`src/rtl/turn_req_pkg.sv`:
```
// Shared types and constants for the left-turn request conditioner.
// Imported by the channel and the top; holds no logic.
package turn_req_pkg;

  localparam int TR_CNT_W  = 32;
  localparam int CH_MAIN   = 0;
  localparam int CH_SIDE   = 1;
  localparam int TR_NUM_CH = 2;

  typedef enum logic [1:0] {
    TR_IDLE    = 2'd0,
    TR_PENDING = 2'd1,
    TR_LOCKOUT = 2'd2
  } tr_state_e;

  typedef logic [TR_CNT_W-1:0] tr_cnt_t;

  localparam tr_cnt_t TR_CNT_ONE = tr_cnt_t'(1);

endpackage

```
`src/rtl/turn_req_channel.sv`:
```
// One turn-request channel: 2-flop sync, debounce, sticky request FSM with lockout; age timeout when TURN_REQ_TIMEOUT_EN is defined.
// Latency: req/press registered DEBOUNCE_CYCLES+2 edges after the first edge that samples btn high.
// Backpressure: none; ack is a one-cycle grant, press events outside IDLE are dropped.
module turn_req_channel
  import turn_req_pkg::*;
#(
  parameter int unsigned DEBOUNCE_CYCLES = 1_000_000,
  parameter int unsigned LOCKOUT_CYCLES  = 100_000_000,
  parameter tr_cnt_t     TIMEOUT_CYCLES  = 32'd3_000_000_000
) (
  input  logic clk,
  input  logic reset,
  input  logic btn,
  input  logic ack,
  output logic req,
  output logic press,
  output logic expired
);

  localparam tr_cnt_t DEB_N  = tr_cnt_t'(DEBOUNCE_CYCLES);
  localparam tr_cnt_t LOCK_N = tr_cnt_t'(LOCKOUT_CYCLES);

  logic      sync1;
  logic      sync2;
  logic      deb;
  logic      deb_d;
  tr_cnt_t   deb_cnt;
  logic      press_evt;

  tr_state_e state_q;
  tr_state_e state_d;
  tr_cnt_t   lock_q;
  tr_cnt_t   lock_d;
  logic      press_q;
  logic      press_d;

  // btn is asynchronous to clk; nothing downstream looks at sync1.
  always_ff @(posedge clk) begin
    if (reset) begin
      sync1 <= 1'b0;
      sync2 <= 1'b0;
    end else begin
      sync1 <= btn;
      sync2 <= sync1;
    end
  end

  always_ff @(posedge clk) begin
    if (reset) begin
      deb     <= 1'b0;
      deb_d   <= 1'b0;
      deb_cnt <= '0;
    end else begin
      deb_d <= deb;
      if (sync2 == deb) begin
        deb_cnt <= '0;
      end else if (deb_cnt + TR_CNT_ONE == DEB_N) begin
        deb     <= ~deb;
        deb_cnt <= '0;
      end else begin
        deb_cnt <= deb_cnt + TR_CNT_ONE;
      end
    end
  end

  // Only a rising debounced edge is a press; a held button yields one event.
  assign press_evt = deb & ~deb_d;

`ifdef TURN_REQ_TIMEOUT_EN
  tr_cnt_t age_q;
  tr_cnt_t age_d;
  logic    expired_q;
  logic    expired_d;
`else
  logic    unused_timeout;
  assign unused_timeout = ^TIMEOUT_CYCLES;
`endif

  always_comb begin
    state_d = state_q;
    lock_d  = lock_q;
    press_d = 1'b0;
`ifdef TURN_REQ_TIMEOUT_EN
    age_d     = '0;
    expired_d = 1'b0;
`endif
    unique case (state_q)
      TR_IDLE: begin
        if (press_evt) begin
          state_d = TR_PENDING;
          press_d = 1'b1;
        end
      end
      TR_PENDING: begin
        // Ack has priority over both a coincident press and the timeout.
        if (ack) begin
          lock_d = '0;
          if (LOCK_N == '0) begin
            state_d = TR_IDLE;
          end else begin
            state_d = TR_LOCKOUT;
          end
        end
`ifdef TURN_REQ_TIMEOUT_EN
        else if (age_q + TR_CNT_ONE == TIMEOUT_CYCLES) begin
          state_d   = TR_IDLE;
          expired_d = 1'b1;
        end else begin
          age_d = age_q + TR_CNT_ONE;
        end
`endif
      end
      TR_LOCKOUT: begin
        if (lock_q + TR_CNT_ONE == LOCK_N) begin
          state_d = TR_IDLE;
          lock_d  = '0;
        end else begin
          lock_d = lock_q + TR_CNT_ONE;
        end
      end
      default: begin
        state_d = TR_IDLE;
        lock_d  = '0;
      end
    endcase
  end

  always_ff @(posedge clk) begin
    if (reset) begin
      state_q <= TR_IDLE;
      lock_q  <= '0;
      press_q <= 1'b0;
    end else begin
      state_q <= state_d;
      lock_q  <= lock_d;
      press_q <= press_d;
    end
  end

`ifdef TURN_REQ_TIMEOUT_EN
  always_ff @(posedge clk) begin
    if (reset) begin
      age_q     <= '0;
      expired_q <= 1'b0;
    end else begin
      age_q     <= age_d;
      expired_q <= expired_d;
    end
  end

  assign expired = expired_q;
`else
  assign expired = 1'b0;
`endif

  assign req   = (state_q == TR_PENDING);
  assign press = press_q;

endmodule

```
`src/rtl/turn_request_conditioner.sv`:
```
// Conditions main/side left-turn buttons into latched requests; two independent channels; timeout via TURN_REQ_TIMEOUT_EN.
// Latency: req/press DEBOUNCE_CYCLES+2 edges after the button is first sampled high; req drops on the ack edge.
// Backpressure: none; no arbitration here, the controller picks the service order and acks each channel.
module turn_request_conditioner
  import turn_req_pkg::*;
#(
  parameter int unsigned DEBOUNCE_CYCLES = 1_000_000,
  parameter int unsigned LOCKOUT_CYCLES  = 100_000_000,
  parameter tr_cnt_t     TIMEOUT_CYCLES  = 32'd3_000_000_000
) (
  input  logic clk,
  input  logic reset,
  input  logic main_btn,
  input  logic side_btn,
  input  logic main_ack,
  input  logic side_ack,
  output logic main_req,
  output logic side_req,
  output logic main_press,
  output logic side_press,
  output logic main_expired,
  output logic side_expired
);

  logic [TR_NUM_CH-1:0] btn;
  logic [TR_NUM_CH-1:0] ack;
  logic [TR_NUM_CH-1:0] req;
  logic [TR_NUM_CH-1:0] press;
  logic [TR_NUM_CH-1:0] expired;

  assign btn[CH_MAIN] = main_btn;
  assign btn[CH_SIDE] = side_btn;
  assign ack[CH_MAIN] = main_ack;
  assign ack[CH_SIDE] = side_ack;

  for (genvar ch = 0; ch < TR_NUM_CH; ch++) begin : g_ch
    turn_req_channel #(
      .DEBOUNCE_CYCLES (DEBOUNCE_CYCLES),
      .LOCKOUT_CYCLES  (LOCKOUT_CYCLES),
      .TIMEOUT_CYCLES  (TIMEOUT_CYCLES)
    ) u_ch (
      .clk     (clk),
      .reset   (reset),
      .btn     (btn[ch]),
      .ack     (ack[ch]),
      .req     (req[ch]),
      .press   (press[ch]),
      .expired (expired[ch])
    );
  end

  assign main_req     = req[CH_MAIN];
  assign side_req     = req[CH_SIDE];
  assign main_press   = press[CH_MAIN];
  assign side_press   = press[CH_SIDE];
  assign main_expired = expired[CH_MAIN];
  assign side_expired = expired[CH_SIDE];

endmodule

```
`config.mk`:
```
export PLATFORM = sky130hd
export DESIGN_NAME = turn_request_conditioner
export DESIGN_NICKNAME = d
export VERILOG_FILES = /design/src/rtl/turn_req_pkg.sv /design/src/rtl/turn_req_channel.sv /design/src/rtl/turn_request_conditioner.sv
export SDC_FILE = /design/constraint.sdc
export NUM_CORES = 1
export LEC_CHECK = 0
export BUFFER_PORTS_ARGS = -buffer_cell sky130_fd_sc_hd__buf_4
export CAP_MARGIN = 30
export CORE_MARGIN = 5
export CORE_UTILIZATION = 41
export DETAILED_ROUTE_END_ITERATION = 10
export PLACE_DENSITY_LB_ADDON = 0.08
export SETUP_SLACK_MARGIN = 0.4
export SYNTH_ARGS = -nofsm -noshare
export SYNTH_HDL_FRONTEND = slang
export SYNTH_SLANG_ARGS = --single-unit
```
`constraint.sdc`:
```
create_clock -name clk -period 4.3 [get_ports clk]
set_clock_uncertainty 0.2 [all_clocks]
set_input_delay 0.215 -clock clk [delete_from_list [all_inputs] [get_ports clk]]
set_output_delay 0.215 -clock clk [all_outputs]
set_load 0.1 [all_outputs]
```
Yosys cells after proc, flatten, opt, wreduce, memory -nomap -nowiden
Cells that the tools add are included.

cells by class
  eq/ne operators = 16
  reductions and logical operators = 12
  add/subtract/negate cells = 4
  muxes and demuxes = 16
  bitwise gates (word level) = 10

operators with widths
  cell                   count
  $pmux 32 s3            2
  $add 32x1->32 const B  4
  $mux 32                4
  $eq 32x20->1 const B   2
  $eq 32x27->1 const B   2
  $mux 2                 6
  $pmux 2 s3             2
  $ne 2x1->1 const B     4
  $not 1->1              8
  $reduce_and 2->1       4
  $reduce_and 3->1       2
  $reduce_or 3->1        2
  $eq 2x1->1 const B     2
  $eq 2x2->1 const B     2
  $logic_not 2->1        2
  $ne 2x2->1 const B     2
  $reduce_or 2->1        2
  $and 1x1->1            2
  $eq 1x1->1             2
  $mux 1                 2

storage, ports and cells
  bits in registers = 142
  output and inout port bits = 6

Longest topological paths before layout
  depth in word-level cells = 4
  gate-level depth with buffers = 12

Hierarchy
A second synthesis with hierarchy kept.

second synthesis, totals
  cell total of the unflattened synthesis = 996
  area, all modules = 8,200.4 µm²

modules (own cells, without submodules)
  module            area an instance (µm²)  sequential area each (µm²)  times used  cells an instance
  turn_req_channel  4,100.2                 1,421.4                     2           498

Worst setup path after synthesis
OpenSTA, ideal clock, no wires.

  kind = flip-flop to flip-flop
  from = register g_ch[0].u_ch.lock_q[0]
  to = register g_ch[0].u_ch.lock_q[14]
  arrival = 2.911 ns
  clock period less this slack = 3.226 ns
  path slack = 1.074 ns
  path buffers = 2
  cell stages (with the launch flop) = 12
  data required time = 3.985 ns
  cells stage by stage = dfxtp_1 ha_1 clkbuf_1 nand3_1 or4_1 or4_1 a22oi_1 nand4_1 o31ai_4 a21o_2 buf_6 nor2_1

on the way
  cells in the longest elaborated chain, start to end = 4

ends and longest elaborated chain
  element                 line                                              text
  start, declared         turn_req_channel.sv:32                            tr_cnt_t lock_q;
  start signal, assigned  turn_req_channel.sv:135                           lock_q <= lock_d;
  $add 32x1->32 *         turn_req_channel.sv:114, turn_req_channel.sv:118
  $eq 32x27->1            turn_req_channel.sv:114                           if (lock_q + TR_CNT_ONE == LOCK_N) begin
  $mux 32 *               turn_req_channel.sv:114
  $pmux 32 s3 *           turn_req_channel.sv:87                            unique case (state_q)

Mark *: on every way between the ends. The rest lies on a longest branch, timed or not.
A chain may end at the register's enable or synchronous reset.

Worst setup path after layout
  from = register g_ch[0].u_ch.lock_q[0]
  to = register g_ch[0].u_ch.lock_q[25]

The elaborated chain is that of the path after synthesis.

==> metrics.csv <==
stage,metric,value,unit
cells_and_area,final_cells,1313,
detailed_routing,drc,0,
die,core_area,19500,um^2
sta,setup_violations,0,
global_route,grt_pass1_vias,6575,
detailed_routing,wire_per_inst,14.5,um
critical_path,critPathBufInv,1,
sta,min_period_over_period,83.4,%
yosys,synth_edf_count,0,
global_route,grt_start_max_net_pins,29,
sta,slew_violations,0,
min_path,hold_class,reg2reg,
cts,cts_tree,built,
cells_and_area,area_growth,12.3,%
die,chipHeight,151,um
critical_path,reg2reg_slack,0.71,ns
cells_and_area,diodes,0,
cells_and_area,final-seq-area,2840,um^2
cts,clk_latency,0.43,ns
yosys,netlist_area,8150,um^2
cts,cts_max_level,4,
cts,clock_sinks,142,
yosys,seq_area_frac_synth,34.9,%
critical_path,reg2reg_from,g_ch[0].u_ch.lock_q[0],
detailed_routing,routed_wirelength,19000,um
global_route,grt_pass1_wl,32500,um
yosys,avgSynthCellArea,7.88,um^2
die,rows,51,
detailed_routing,viasPerCell,5.39,
critical_path,critical_path.max_stage_delay,0.52,ns
cts,cts_made_buffers,17,
critical_path,r2r_cells,9,
placed_design,dp.cells,1268,
yosys,ys_top_cells_by_area,"dfxtp_1, nor2_1, xnor2_1, xor2_1, nand2_1",
critical_path,slowest_stage,or4_1,
die,start_util,41.7,%
status,outcome,"finished, final reports clean",
critical_path,cp.arrival,3.69,ns
critical_path,crit_fanout,25,
sta,slew_headroom,37.9,%
detailed_routing,drt_iter0_markers,285,
cells_and_area,nets,1046,
cells_and_area,multi_input_area,4970,um^2
critical_path,cp.required,4.41,ns
yosys,synth_top_area_cell,dfxtp_1,
global_route,overflow,0,
power,p_leak,0.00293,uW
yosys,synth_cell_types,79,
yosys,synthArstFlopShare,0,%
power,ir_drop,0.289,mV
global_route,antenna_found_initial,0,
placed_design,port_buffers,9,
cells_and_area,final.fill_count,2008,
critical_path,critPathCapture,g_ch[0].u_ch.lock_q[25],
sta,hold_viol_final,0,
critical_path,startpoint,g_ch[0].u_ch.lock_q[0],
cells_and_area,drive_above_1_share,7.54,%
critical_path,crit_path_end_kind,register,
die,die_w,151,um
critical_path,critPathKind,reg2reg,
min_path,holdCritStartpoint,g_ch[1].u_ch.deb_d,
sta,fin_crit,3.59,ns
critical_path,timing.rr.end,g_ch[0].u_ch.lock_q[25],
detailed_routing,first_pass_iters,5,
yosys,synth.top_cell.area_share,34.9,%
critical_path,crit_chain,ha_1 -> inv_1 -> or4_1 -> o31a_1 -> a2111oi_0 -> nand4_1 -> o31ai_4 -> a21o_4 -> nor2_1,
die,ioPinCount,12,
die,dieArea,22800,um^2
cts,root_buffer,clkbuf_16,
critical_path,cp_num_cells,9,
sta,rsz0062_at_grt,false,
critical_path,cp-start-kind,register,
sta,holdWs,0.207,ns
cts,clk_pin_slew,0.06,ns
sta,setup_tns,0,ns
placed_design,gp_congestion,0.797,
detailed_routing,postRouteAntennaNets,0,
yosys,ys_warn_count,0,
global_route,grt_use_total,17.4,%
cts,ctsLongestPathBuffers,2,
detailed_routing,vias,7071,
placed_design,dp_hpwl,13600,um
run,cap_violations,0,
critical_path,crit_family,compound AO/OA/AOI/OAI gates,
yosys,synth_seq_cells,142,
cells_and_area,final_util,46.9,%
yosys,synthFlopType,dfxtp_1,
yosys,syn_inst,1035,
power,p_per_area,322,nW/um^2
sta,fmax,0.279,GHz
sta,worst_slew_pin_slew,0.931,ns
## final cells by class
cell class                 count  share of cell area [%]
clock inverter                 8                    1.38
sequential                   142                    31.1
inverter                      28                    1.15
multi-input combinational    813                    54.3
tap                          265                    3.62
timing repair buffer          33                    2.90
clock buffer                  24                    5.59
## state kept, by name, summed over array words and instances (netlist names)
| name | count |
|---|---|
| g_ch.u_ch.deb_cnt | 64 |
| g_ch.u_ch.state_q | 4 |
| g_ch.u_ch.deb_d | 2 |
| g_ch.u_ch.deb | 2 |
| g_ch.u_ch.sync1 | 2 |
| g_ch.u_ch.lock_q | 64 |
| g_ch.u_ch.press | 2 |
| g_ch.u_ch.sync2 | 2 |
## stage by stage
step	area [um^2]	total power (uW)	setup WS (ns)
5_1_grt	9150	3060	0.473
6_report	9150	2950	0.714
2_1_floorplan	8160	1380	1.07
4_1_cts	9100	2990	0.401
3_5_place_dp	8390	1390	0.442
3_3_place_gp	8390	1390	0.521
## Yosys cell counts, types with 17 or more instances
| cell | number |
|---|---|
| nand4_1 | 53 |
| nand3_1 | 56 |
| and3_1 | 18 |
| nand2_1 | 90 |
| dfxtp_1 | 142 |
| a21oi_1 | 21 |
| inv_1 | 28 |
| xor2_1 | 57 |
| xnor2_1 | 64 |
| clkbuf_1 | 30 |
| nor4_1 | 23 |
| nor2b_1 | 17 |
| nor2_1 | 169 |
| nor3_1 | 31 |
## worst min path at each step
stage	end	cells past startpoint
final	g_ch[1].u_ch.press	1
after global routing	g_ch[1].u_ch.press	1
after CTS	g_ch[1].u_ch.press	1
after detailed placement	g_ch[1].u_ch.press	1
after global placement	g_ch[1].u_ch.press	1
after floorplan	g_ch[0].u_ch.sync1	1
## power by group
group / leakage [uW] / total (uW) / switching, uW / internal, uW
clock network: 0.000317 / 1580 / 575 / 1010
registers: 0.00114 / 1320 / 2.75 / 1320
logic: 0.00147 / 45.5 / 31.2 / 14.3
total: 0.00293 / 2950 / 609 / 2340
## layer usage
layer  wire [um]  track usage (%)  up-vias  share of wire [%]
met4         244             5.35        0                1.3
li1            -                -     3687                  -
met2        8370             26.1       91                 44
met3         566             3.80       23                3.0
met1        9820             24.9     3270                 52
met5           0                0        -                  0
## timing repair
action | 4_1_cts | 5_1_grt
buffers inserted | 0 | 6
resized for setup | 0 | 1
setup endpoints to repair | 0 | 25
hold buffers | 7 | 0
endpoints found under the hold margin | 14 | 0
## cell families (layout without fill, tap and decap cells)
| group | after synthesis | count (layout) | share of synthesized area [%] |
|---|---|---|---|
| XOR/XNOR | 121 | 121 | 13.0 |
| buffers and inverters | 81 | 93 | 4.28 |
| flip-flops | 142 | 142 | 34.9 |
| adder cells (fa/ha/maj) | 5 | 5 | 0.767 |
| AO/OA/AOI/OAI | 126 | 126 | 11.2 |
| AND/OR/NAND/NOR | 547 | 547 | 34.3 |
| multiplexers | 12 | 12 | 1.53 |
| other | 1 | 2 | 0.0460 |
## placed cells by master (no fill, tap or decap), drive strengths merged, types with 8 or more instances in the layout
cell    synthesis  layout
dfxtp         142     142
clkbuf         32      24
a31oi          15      15
mux2i           8       8
nor3           32      32
nor4           24      24
nand2b         14      14
nor2b          17      17
a21o           11      11
nand4          54      54
o21ai          16      16
or4            13      13
and4           15      15
xnor2          64      64
and3           18      18
a21oi          22      22
nor2          169     169
inv            28      29
nand2          90      90
nand3          57      57
buf            21      26
xor2           57      57
or3            16      16
Note: power is estimated with default switching activity, not from simulation.
